**src/rtl/nes_bus_pkg.sv**
```systemverilog
// Shared types and constants for the NES CPU cartridge bus master.
package nes_bus_pkg;

  typedef enum logic {
    PH_LOW  = 1'b0,
    PH_HIGH = 1'b1
  } phase_t;

  typedef struct packed {
    logic        rw;
    logic [15:0] addr;
    logic [7:0]  wdata;
  } req_t;

  localparam int unsigned HALF_CLKS_MIN = 2;
  localparam int unsigned CPU_ADDR_W    = 15;

endpackage

```
**src/rtl/nes_m2_phase_gen.sv**
```systemverilog
// Free-running M2 generator: LOW half then HIGH half, HALF_CLKS clks each, never stalls.
// Strobes: cycle_start (first LOW clk), high_last (last HIGH clk), m2_fall (clk after high_last).
module nes_m2_phase_gen
  import nes_bus_pkg::*;
#(
  parameter int unsigned HALF_CLKS = 6
) (
  input  logic clk,
  input  logic rst,
  output logic m2,
  output logic cycle_start,
  output logic high_last,
  output logic m2_fall
);

  localparam logic [7:0] LAST = 8'(HALF_CLKS - 1);

  if (HALF_CLKS < HALF_CLKS_MIN || HALF_CLKS > 255) begin : g_bad_half
    $error("HALF_CLKS out of range");
  end

  phase_t     phase, phase_nxt;
  logic [7:0] cnt, cnt_nxt;
  logic       half_end;

  always_ff @(posedge clk) begin
    if (rst) begin
      phase   <= PH_LOW;
      cnt     <= 8'd0;
      m2_fall <= 1'b0;
    end else begin
      phase   <= phase_nxt;
      cnt     <= cnt_nxt;
      m2_fall <= high_last;
    end
  end

  always_comb begin
    half_end  = (cnt == LAST);
    phase_nxt = phase;
    cnt_nxt   = cnt + 8'd1;
    if (half_end) begin
      cnt_nxt = 8'd0;
      case (phase)
        PH_LOW:  phase_nxt = PH_HIGH;
        PH_HIGH: phase_nxt = PH_LOW;
        default: phase_nxt = PH_LOW;
      endcase
    end
  end

  assign m2          = (phase == PH_HIGH);
  assign cycle_start = (phase == PH_LOW) && (cnt == 8'd0);
  assign high_last   = (phase == PH_HIGH) && half_end;

endmodule

```
**src/rtl/nes_cpu_bus_master.sv**
```systemverilog
// NES CPU cartridge bus initiator: one-entry request register feeding continuous M2 cycles; optional IRQ sticky flag under NES_BUS_IRQ_EN.
// Response 2*HALF_CLKS clks after cycle start; req_ready drops while the single entry waits for the next cycle.
module nes_cpu_bus_master
  import nes_bus_pkg::*;
#(
  parameter int unsigned HALF_CLKS = 6,
  parameter logic [15:0] IDLE_ADDR = 16'h0000
) (
  input  logic                  clk,
  input  logic                  rst,
  input  logic                  req_valid,
  output logic                  req_ready,
  input  logic                  req_rw,
  input  logic [15:0]           req_addr,
  input  logic [7:0]            req_wdata,
  output logic                  rsp_valid,
  output logic [7:0]            rsp_rdata,
  output logic                  m2,
  output logic [CPU_ADDR_W-1:0] cpu_addr,
  output logic                  romsel,
  output logic                  cpu_rw,
  output logic [7:0]            cpu_data_out,
  output logic                  cpu_data_oe,
  input  logic [7:0]            cpu_data_in,
  input  logic                  irq_n,
  output logic                  irq_flag,
  input  logic                  irq_clear,
  output logic [15:0]           m2_cycles
);

  localparam req_t IDLE_REQ = '{rw: 1'b1, addr: IDLE_ADDR, wdata: 8'h00};

  req_t hold_q, cyc_q;
  logic pending, cyc_req, last_req;
  logic cycle_start, high_last, m2_fall;
  logic accept;

  nes_m2_phase_gen #(.HALF_CLKS(HALF_CLKS)) u_phase (
    .clk        (clk),
    .rst        (rst),
    .m2         (m2),
    .cycle_start(cycle_start),
    .high_last  (high_last),
    .m2_fall    (m2_fall)
  );

  assign req_ready = ~pending;
  assign accept    = req_valid & req_ready;

  // Cycle registers load on the edge closing the HIGH half, so address and
  // R/W are already stable on the first LOW clk and only change at M2 fall.
  always_ff @(posedge clk) begin
    if (rst) begin
      pending   <= 1'b0;
      hold_q    <= IDLE_REQ;
      cyc_q     <= IDLE_REQ;
      cyc_req   <= 1'b0;
      last_req  <= 1'b0;
      rsp_rdata <= 8'h00;
      m2_cycles <= 16'd0;
    end else begin
      if (accept) hold_q <= '{rw: req_rw, addr: req_addr, wdata: req_wdata};
      pending <= (pending & ~high_last) | accept;
      if (high_last) begin
        cyc_q     <= pending ? hold_q : IDLE_REQ;
        cyc_req   <= pending;
        last_req  <= cyc_req;
        m2_cycles <= m2_cycles + 16'd1;
        if (cyc_req && cyc_q.rw) rsp_rdata <= cpu_data_in;
      end
    end
  end

  assign rsp_valid    = m2_fall & last_req;
  assign cpu_addr     = cyc_q.addr[CPU_ADDR_W-1:0];
  assign cpu_rw       = cyc_q.rw;
  assign romsel       = ~(m2 & cyc_q.addr[15]);
  assign cpu_data_oe  = m2 & ~cyc_q.rw;
  assign cpu_data_out = cpu_data_oe ? cyc_q.wdata : 8'h00;

`ifndef SYNTHESIS
  a_fall_is_start: assert property (@(posedge clk) disable iff (rst) m2_fall |-> cycle_start);
`endif

`ifdef NES_BUS_IRQ_EN
  logic irq_s1, irq_s2;

  always_ff @(posedge clk) begin
    if (rst) begin
      irq_s1   <= 1'b1;
      irq_s2   <= 1'b1;
      irq_flag <= 1'b0;
    end else begin
      irq_s1 <= irq_n;
      irq_s2 <= irq_s1;
      if (!irq_s2)        irq_flag <= 1'b1;
      else if (irq_clear) irq_flag <= 1'b0;
    end
  end
`else
  logic unused_irq;
  assign unused_irq = irq_n ^ irq_clear;
  assign irq_flag   = 1'b0;
`endif

endmodule

```
**config.mk**
```make
export PLATFORM = sky130hd
export DESIGN_NAME = nes_cpu_bus_master
export DESIGN_NICKNAME = d
export VERILOG_FILES = /design/src/rtl/nes_bus_pkg.sv /design/src/rtl/nes_m2_phase_gen.sv /design/src/rtl/nes_cpu_bus_master.sv
export SDC_FILE = /design/constraint.sdc
export NUM_CORES = 1
export LEC_CHECK = 0
export CAP_MARGIN = 40
export CORE_MARGIN = 10
export CORE_UTILIZATION = 50
export CTS_CLUSTER_DIAMETER = 200
export DETAILED_ROUTE_END_ITERATION = 6
export HOLD_SLACK_MARGIN = 0.03
export PLACE_DENSITY = 0.8
export SKIP_LAST_GASP = 1
export SLEW_MARGIN = 20
export SYNTH_ARGS = -nofsm -noshare
export SYNTH_HDL_FRONTEND = slang
export SYNTH_HIERARCHICAL = 1
export SYNTH_SLANG_ARGS = --single-unit
```
**constraint.sdc**
```tcl
create_clock -name clk -period 5.8 [get_ports clk]
set_input_delay 0.87 -clock clk [delete_from_list [all_inputs] [get_ports clk]]
set_output_delay 0.87 -clock clk [all_outputs]
set_load 0.01 [all_outputs]
```
# Word-level counts from Yosys, hierarchy flattened
# Index checks and enable logic that the tools add are counted.
totals:
  register_bits: 87
  latch_bits: 0
  ramBits: 0
  mem_bits_ro: 0
  memories: 0
op_classes:
  addsub: 2
  mul: 0
  div: 0
  magnitude_cmp: 0
  n_eq_ne: 1
  n_shift: 0
  n_mux: 3
  n_bitwise: 11
  n_reduce_logical: 4
ops:
  columns: ["operator", "n"]
  rows:
  - ["2-to-1 mux 25 bit", 1]
  - ["adder 16 x 1 -> 16 bit (second input constant)", 1]
  - ["adder 8 x 1 -> 8 bit (second input constant)", 1]
  - ["equality test 8 x 3 -> 1 bit (second input constant)", 1]
  - ["2-to-1 mux 8 bit", 1]
  - ["AND 1 bit", 5]
  - ["NOT 1 bit", 5]
  - ["logical AND 1 bit", 2]
  - ["case mux 1 bit (2 select lines)", 1]
  - ["AND reduction 2 bit", 1]
  - ["OR reduction 2 bit", 1]
  - ["bitwise OR 1 bit", 1]

# Depth between registers and ports, before layout
# Gate-level depths: netlist (run 1).
logic_depth:
  ltp_word: 5
  mapped_depth: 9
  mapped_depth_nobuf: 8

# Cells and area by module
# The synthesis (run 1) kept the hierarchy.
by_module_without_submodules:
  columns: ["mod", "instances", "cells_per_inst", "area_per_inst_um2", "seq_area_each_um2"]
  rows:
  - ["nes_cpu_bus_master", 1, 369, 3086.7, 1541.5]
  - ["nes_m2_phase_gen", 1, 51, 474.2, 200.2]

# Worst setup path after synthesis (run 1)
# OpenSTA, ideal clock, no wires.
synth_path:
  path_kind: "register -> register"
  start: "register u_phase.cnt[4]"
  end: "register m2_cycles[12]"
  setup_time_ps: 114
  arrival_time_ps: 2007
  setup_slack_ps: 3678
  stages_incl_launch_ff: 8
  path_buffers: 0
  period_less_slack_ps: 2122
  cell_sequence: "dfxtp_1 nor4_2 and4_2 and2_2 nand4_1 or4_1 xnor2_1 and2b_1"
synth_via:
  elab_chain_len: 2
synth_lines:
  columns: ["element", "line", "source"]
  rows:
  - ["start, declared", "nes_m2_phase_gen.sv:23", "logic [7:0] cnt, cnt_nxt;"]
  - ["start signal, assigned", "nes_m2_phase_gen.sv:33", "cnt <= cnt_nxt;"]
  - ["equality test 8 x 3 -> 1 bit", "nes_m2_phase_gen.sv:39", "half_end = (cnt == LAST);"]
  - ["logical AND 1 bit", "nes_m2_phase_gen.sv:54", "assign high_last = (phase == PH_HIGH) && half_end;"]
  - ["via high_last", "nes_cpu_bus_master.sv:35", "logic cycle_start, high_last, m2_fall;"]
  - ["end signal, assigned", "nes_cpu_bus_master.sv:68", "m2_cycles <= m2_cycles + 16'd1;"]
  - ["end, declared", "nes_cpu_bus_master.sv:28", "output logic [15:0] m2_cycles"]
# The timed path passes the listed nets, and every way through them passes these cells.
# A chain may end at the register's enable or synchronous reset.

# Final worst setup path (run 1)
# Same ends and word-level chain as after synthesis.

==> metrics.yaml, run 1 <==
final-seq-area_um2: 1740
syn_area_um2: 3550
num-nets-final: 526
finalMaxSlewViolations: 0
first_pass_iters: 4
worstMarginPinSlew_ns: 0.835
setup-tns-final_ns: 0
dp_slack_ns: 2.79
startpoint: "u_phase/cnt[4]"
fillCellCount: 570
rsz0062_at_grt: "no"
switching_power_uw: 270
hpwl_um: 5620
crit_end: "m2_cycles[12]"
power_frac_clock_pct: 40.8
fin_crit_sh_pct: 53.0
relSlewSlack_pct: 44.3
wirelength_um: 8130
clkLatencyLatePin_ns: 0.36
netlist_instances: 418
setup_viol: 0
clk_pin_slew_worst_paths_ns: 0.09
synth_area_per_cell_um2: 8.49
cts_resized: 0
fin_skew_ns: 0.0119
core_area_um2: 6830
multi_input_area_um2: 1580
grt_pass1_wl_um: 13200
die_area_um2: 10900
r2r_end: "m2_cycles[12]"
pin_count: 92
min_path_cells: 2
cts_tree: "done"
cp-start-kind: "flop"
mostFrequentLayoutCells: "dfxtp_1, clkdlybuf4s50_1, nand2_1, a21oi_1, nor2_1"
clk_path_buf_depth: 2
dieWidth_um: 104
dr.first_iter.drc_count: 93
overflow: 0
dieHeight_um: 104
syn_nets: 460
hold_viol: 0
required_ns: 6.06
min_period_ns: 3.07
status: "complete, no violations"
critPathKind: "reg2reg"
clock_sinks: 87
root_buffer: "clkbuf_8"
area_growth_pct: 31.0
io_buffers: 88
rows: 30
irDropWorstVdd_mv: 0.164
layout_setup_ws_ns: 2.73
worstPathArrival_ns: 3.33
pwr-share-seq_pct: 53.0
grt_pass1_vias: 2769
antenna_cells: 0
placed_cells: 568
fmax_ghz: 0.325
track_usage_pct: 14.6
ys_warn_count: 6
initial_core_util_pct: 51.9
drive_above_1_share_pct: 7.57
drc: 0
p_per_area_nw_per_um2: 251
reg2reg_slack_ns: 2.73
end_kind: "flop"
fin_cells: 585
swShare_pct: 23.1
p_int_uw: 898
via_per_inst: 5.01
antenna_found_initial: 0
grt_max_degree: 88
vias: 2932
cts_setup_buffers: 0
r2r_start: "u_phase/cnt[4]"
min_path_type: "reg2reg"
ff2ff_path_depth: 7
combPwrFrac_pct: 6.2
timing.max_cap.violations: 0
htree_levels: 3
leakagePower_nw: 1.81
ant_nets: 0
gp_congestion: 0.779
utilization_pct: 68.0
postCtsHoldBufs: 0
wl_per_cell_um: 13.9
cp_max_fo: 41
cts-buffers-inserted: 9
-- sequential cells by signal, summed over array words and instances (netlist names) --
name,count
cpu_addr,15
cpu_rw,1
cyc_q,9
cyc_req,1
hold_q,25
last_req,1
m2_cycles,16
pending,1
rsp_rdata,8
u_phase/cnt,8
u_phase/m2,1
u_phase/m2_fall,1
-- power by group through the flow --
stage	Sequential, mW	Clock (mW)	Combinational, mW
after floorplan	0.631	0	0.0354
after global placement	0.633	0	0.0668
after detailed placement	0.634	0	0.0711
after CTS	0.620	0.483	0.0714
after global routing	0.622	0.512	0.0797
final	0.620	0.476	0.0726
-- final cells by class --
type,instances,area share [%]
flip-flops and latches,87,37.5
clock inverters,7,2.21
repair buffers,93,20.6
inverters,6,0.485
multi-input cells,287,34.0
clock buffers,9,2.67
well taps,96,2.58
-- critical path: stages (launching register included) --
cell and delay, ns:
dfxtp_1 0.36, nor4_2 0.40, and4_2 0.30, and2_2 0.69, nand4_1 0.33, or4_1 0.58
xnor2_1 0.14, and2b_1 0.16
-- layer usage --
layer	up-vias	part of all wire [%]	track usage, %
li1	1492	-	-
met1	1355	45	16.8
met2	79	48	24.5
met3	6	6.1	4.03
met4	0	1.0	6.86
met5	-	0	0
-- through the flow --
step	hold slack [ns]	instance area, um^2	power [mW]
3_3_place_gp	0.442	4350	0.700
4_1_cts	0.459	4620	1.17
3_5_place_dp	0.447	4390	0.705
5_1_grt	0.483	4650	1.21
6_report	0.459	4650	1.17
2_1_floorplan	0.437	3550	0.667
-- worst min-delay path by stage --
stage	slack, ns	to	startpoint
final	0.46	hold_q[7]	hold_q[7]
after global routing	0.48	hold_q[11]	hold_q[11]
after global placement	0.44	hold_q[2]	hold_q[2]
after CTS	0.46	hold_q[0]	hold_q[0]
after detailed placement	0.45	hold_q[0]	hold_q[0]
after floorplan	0.44	hold_q[0]	hold_q[0]
No activity file was read; power rests on OpenSTA's default activity.
==> run 2: changes to the inputs <==
--- a/config.mk
+++ b/config.mk
@@ -7,11 +7,11 @@
 export LEC_CHECK = 0
 export CAP_MARGIN = 40
 export CORE_MARGIN = 10
-export CORE_UTILIZATION = 50
+export CORE_UTILIZATION = 48
 export CTS_CLUSTER_DIAMETER = 200
 export DETAILED_ROUTE_END_ITERATION = 6
 export HOLD_SLACK_MARGIN = 0.03
-export PLACE_DENSITY = 0.8
+export PLACE_DENSITY = 0.77
 export SKIP_LAST_GASP = 1
 export SLEW_MARGIN = 20
 export SYNTH_ARGS = -nofsm -noshare
==> constraint.sdc (replaced) <==
create_clock -name clk -period 3 [get_ports clk]
set_input_delay 0.45 -clock clk [delete_from_list [all_inputs] [get_ports clk]]
set_output_delay 0.45 -clock clk [all_outputs]
set_load 0.01 [all_outputs]
==> run 2 against run 1 <==
  * Flip-flop and latch count stayed put
  * Power is 91% higher
  * First-iteration DRC count is 28% higher
  * Global-route usage hardly changed
  * Via count hardly changed
  * Cell count is 0.68% higher
  * Sequential power is 94% higher
  * Core utilization is 3.6 points lower
  * Hold slack worse by 0.00068 ns
  * Routed wire length is 1.4% higher
  * Highest routed layer unchanged
==> metrics.yaml, run 2 (synthesized netlist as in run 1, its figures left out) <==
root_buffer: "clkbuf_8"
grt_pass1_vias: 2918  # +5.4%
cp-start-kind: "flop"
cts_resized: 0  # unchanged
placed_cells: 573  # +0.88%
worstMarginPinSlew_ns: 0.790  # -0.0454 ns
power_frac_clock_pct: 40.1  # -0.7 points
relSlewSlack_pct: 47.4  # +3.0 points
timing.max_cap.violations: 0  # unchanged
final-seq-area_um2: 1740  # unchanged
dieWidth_um: 106  # +1.7%
track_usage_pct: 14.6  # about the same
clkLatencyLatePin_ns: 0.35  # about the same
end_kind: "output pin"
grt_pass1_wl_um: 13800  # +4.3%
pwr-share-seq_pct: 53.6  # +0.6 points
p_per_area_nw_per_um2: 481  # +91%
swShare_pct: 21.8  # -1.3 points
fillCellCount: 633  # +11%
cp_max_fo: 9  # -78%
overflow: 0  # unchanged
min_period_ns: 2.55
fin_crit_sh_pct: 85.1
fmax_ghz: 0.392
antenna_cells: 0  # unchanged
top_register: "hold_q"
switching_power_uw: 488  # +81%
pin_count: 92  # unchanged
setup-tns-final_ns: 0  # unchanged
whs_ns: 0.458  # -0.000681 ns
wl_per_cell_um: 14.0  # +0.67%
wirelength_um: 8240  # +1.4%
combPwrFrac_pct: 6.3  # about the same
largest_register_ffs: 25  # unchanged
gp_congestion: 0.790  # +1.5%
ant_nets: 0  # unchanged
dieHeight_um: 106  # +1.7%
critPathKind: "reg2out"
core_area_um2: 7210  # +5.6%
fin_skew_ns: 0.00748  # -0.00445 ns
initial_core_util_pct: 49.2  # -2.8 points
leakagePower_nw: 1.81  # -0.15%
die_area_um2: 11200  # +3.4%
clock_sinks: 87  # unchanged
cts-buffers-inserted: 9  # unchanged
io_buffers: 88  # unchanged
mostFrequentLayoutCells: "dfxtp_1, clkdlybuf4s50_1, nand2_1, a21oi_1, nor2_1"
dr.first_iter.drc_count: 119  # +28%
drive_above_1_share_pct: 7.55  # -0.015 points
irDropWorstVdd_mv: 0.313  # +90%
finalMaxSlewViolations: 0  # unchanged
via_per_inst: 4.98  # -0.65%
cts_tree: "done"
min_path_type: "reg2reg"
htree_levels: 3  # unchanged
first_pass_iters: 4  # unchanged
worstPathArrival_ns: 2.10  # -1.23 ns
clk_pin_slew_worst_paths_ns: 0.08  # about the same
setup_viol: 0  # unchanged
drc: 0  # unchanged
num-nets-final: 527  # +0.19%
grt_max_degree: 46  # -48%
rows: 31  # +3.3%
hold_viol: 0  # unchanged
postCtsHoldBufs: 0  # unchanged
status: "complete, no violations"
multi_input_area_um2: 1580  # unchanged
area_growth_pct: 30.9  # about the same
clk_path_buf_depth: 2  # unchanged
p_int_mw: 1.75  # +94%
dp_slack_ns: 0.464  # -2.33 ns
cts_setup_buffers: 0  # unchanged
utilization_pct: 64.4  # -3.6 points
fin_cells: 589  # +0.68%
required_ns: 2.55  # -3.51 ns
rsz0062_at_grt: "no"
layout_setup_ws_ns: 0.447  # -2.28 ns
vias: 2933  # +0.034%
hpwl_um: 5890  # +4.7%
antenna_found_initial: 0  # unchanged
[run 2: final cells by class]
class	instances	share of cell area, %
Multi-Input combinational cell	287	34.0
Tap cell	99	2.67
Clock buffer	11	3.04
Sequential cell	87	37.5
Inverter	6	0.485
Clock inverter	5	1.75
Timing Repair Buffer	94	20.5
[run 2: metal layers]
layer	wire length, um	up-vias	GRT usage, %
met5	0	-	0
met4	93	0	5.03
met3	453	6	5.07
met2	4080	71	25.0
met1	3620	1370	16.5
li1	-	1486	-
[run 2: stage by stage]
step / power [mW] / area (um^2)
2_1_floorplan: 1.29 / 3550
3_3_place_gp: 1.36 / 4390
3_5_place_dp: 1.37 / 4420
4_1_cts: 2.26 / 4640
5_1_grt: 2.33 / 4640
6_report: 2.23 / 4640
[run 2: final timing paths]
check,depth (start not counted),end,startpoint,slack [ns]
setup / recovery,3,cpu_data_out[3],u_phase/m2,0.45
hold / removal,2,hold_q[5],hold_q[5],0.46
setup reg to reg,7,rsp_rdata[3],u_phase/cnt[4],0.47
hold reg to reg,2,hold_q[5],hold_q[5],0.46
[run 2: worst max-delay path: stages (launching register included)]
cell and delay (ns):
dfxtp_1 0.44, nor2b_1 0.53, and2_1 0.24, clkdlybuf4s50_1 0.55
[run 2: power groups by stage]
stage | registers [mW] | logic (mW) | clock network, mW
6_report | 1.20 | 0.141 | 0.896
5_1_grt | 1.20 | 0.157 | 0.974
4_1_cts | 1.20 | 0.143 | 0.922
3_5_place_dp | 1.22 | 0.142 | 0
3_3_place_gp | 1.22 | 0.132 | 0
2_1_floorplan | 1.22 | 0.0684 | 0
==> run 3: changes to the inputs <==
--- a/config.mk
+++ b/config.mk
@@ -10,7 +10,7 @@
 export CORE_UTILIZATION = 48
 export CTS_CLUSTER_DIAMETER = 200
 export DETAILED_ROUTE_END_ITERATION = 6
-export HOLD_SLACK_MARGIN = 0.03
+export HOLD_SLACK_MARGIN = 0.1
 export PLACE_DENSITY = 0.77
 export SKIP_LAST_GASP = 1
 export SLEW_MARGIN = 20
==> results of run 3 <==
The final DEF is identical to that of run 2; final timing and power are the same.
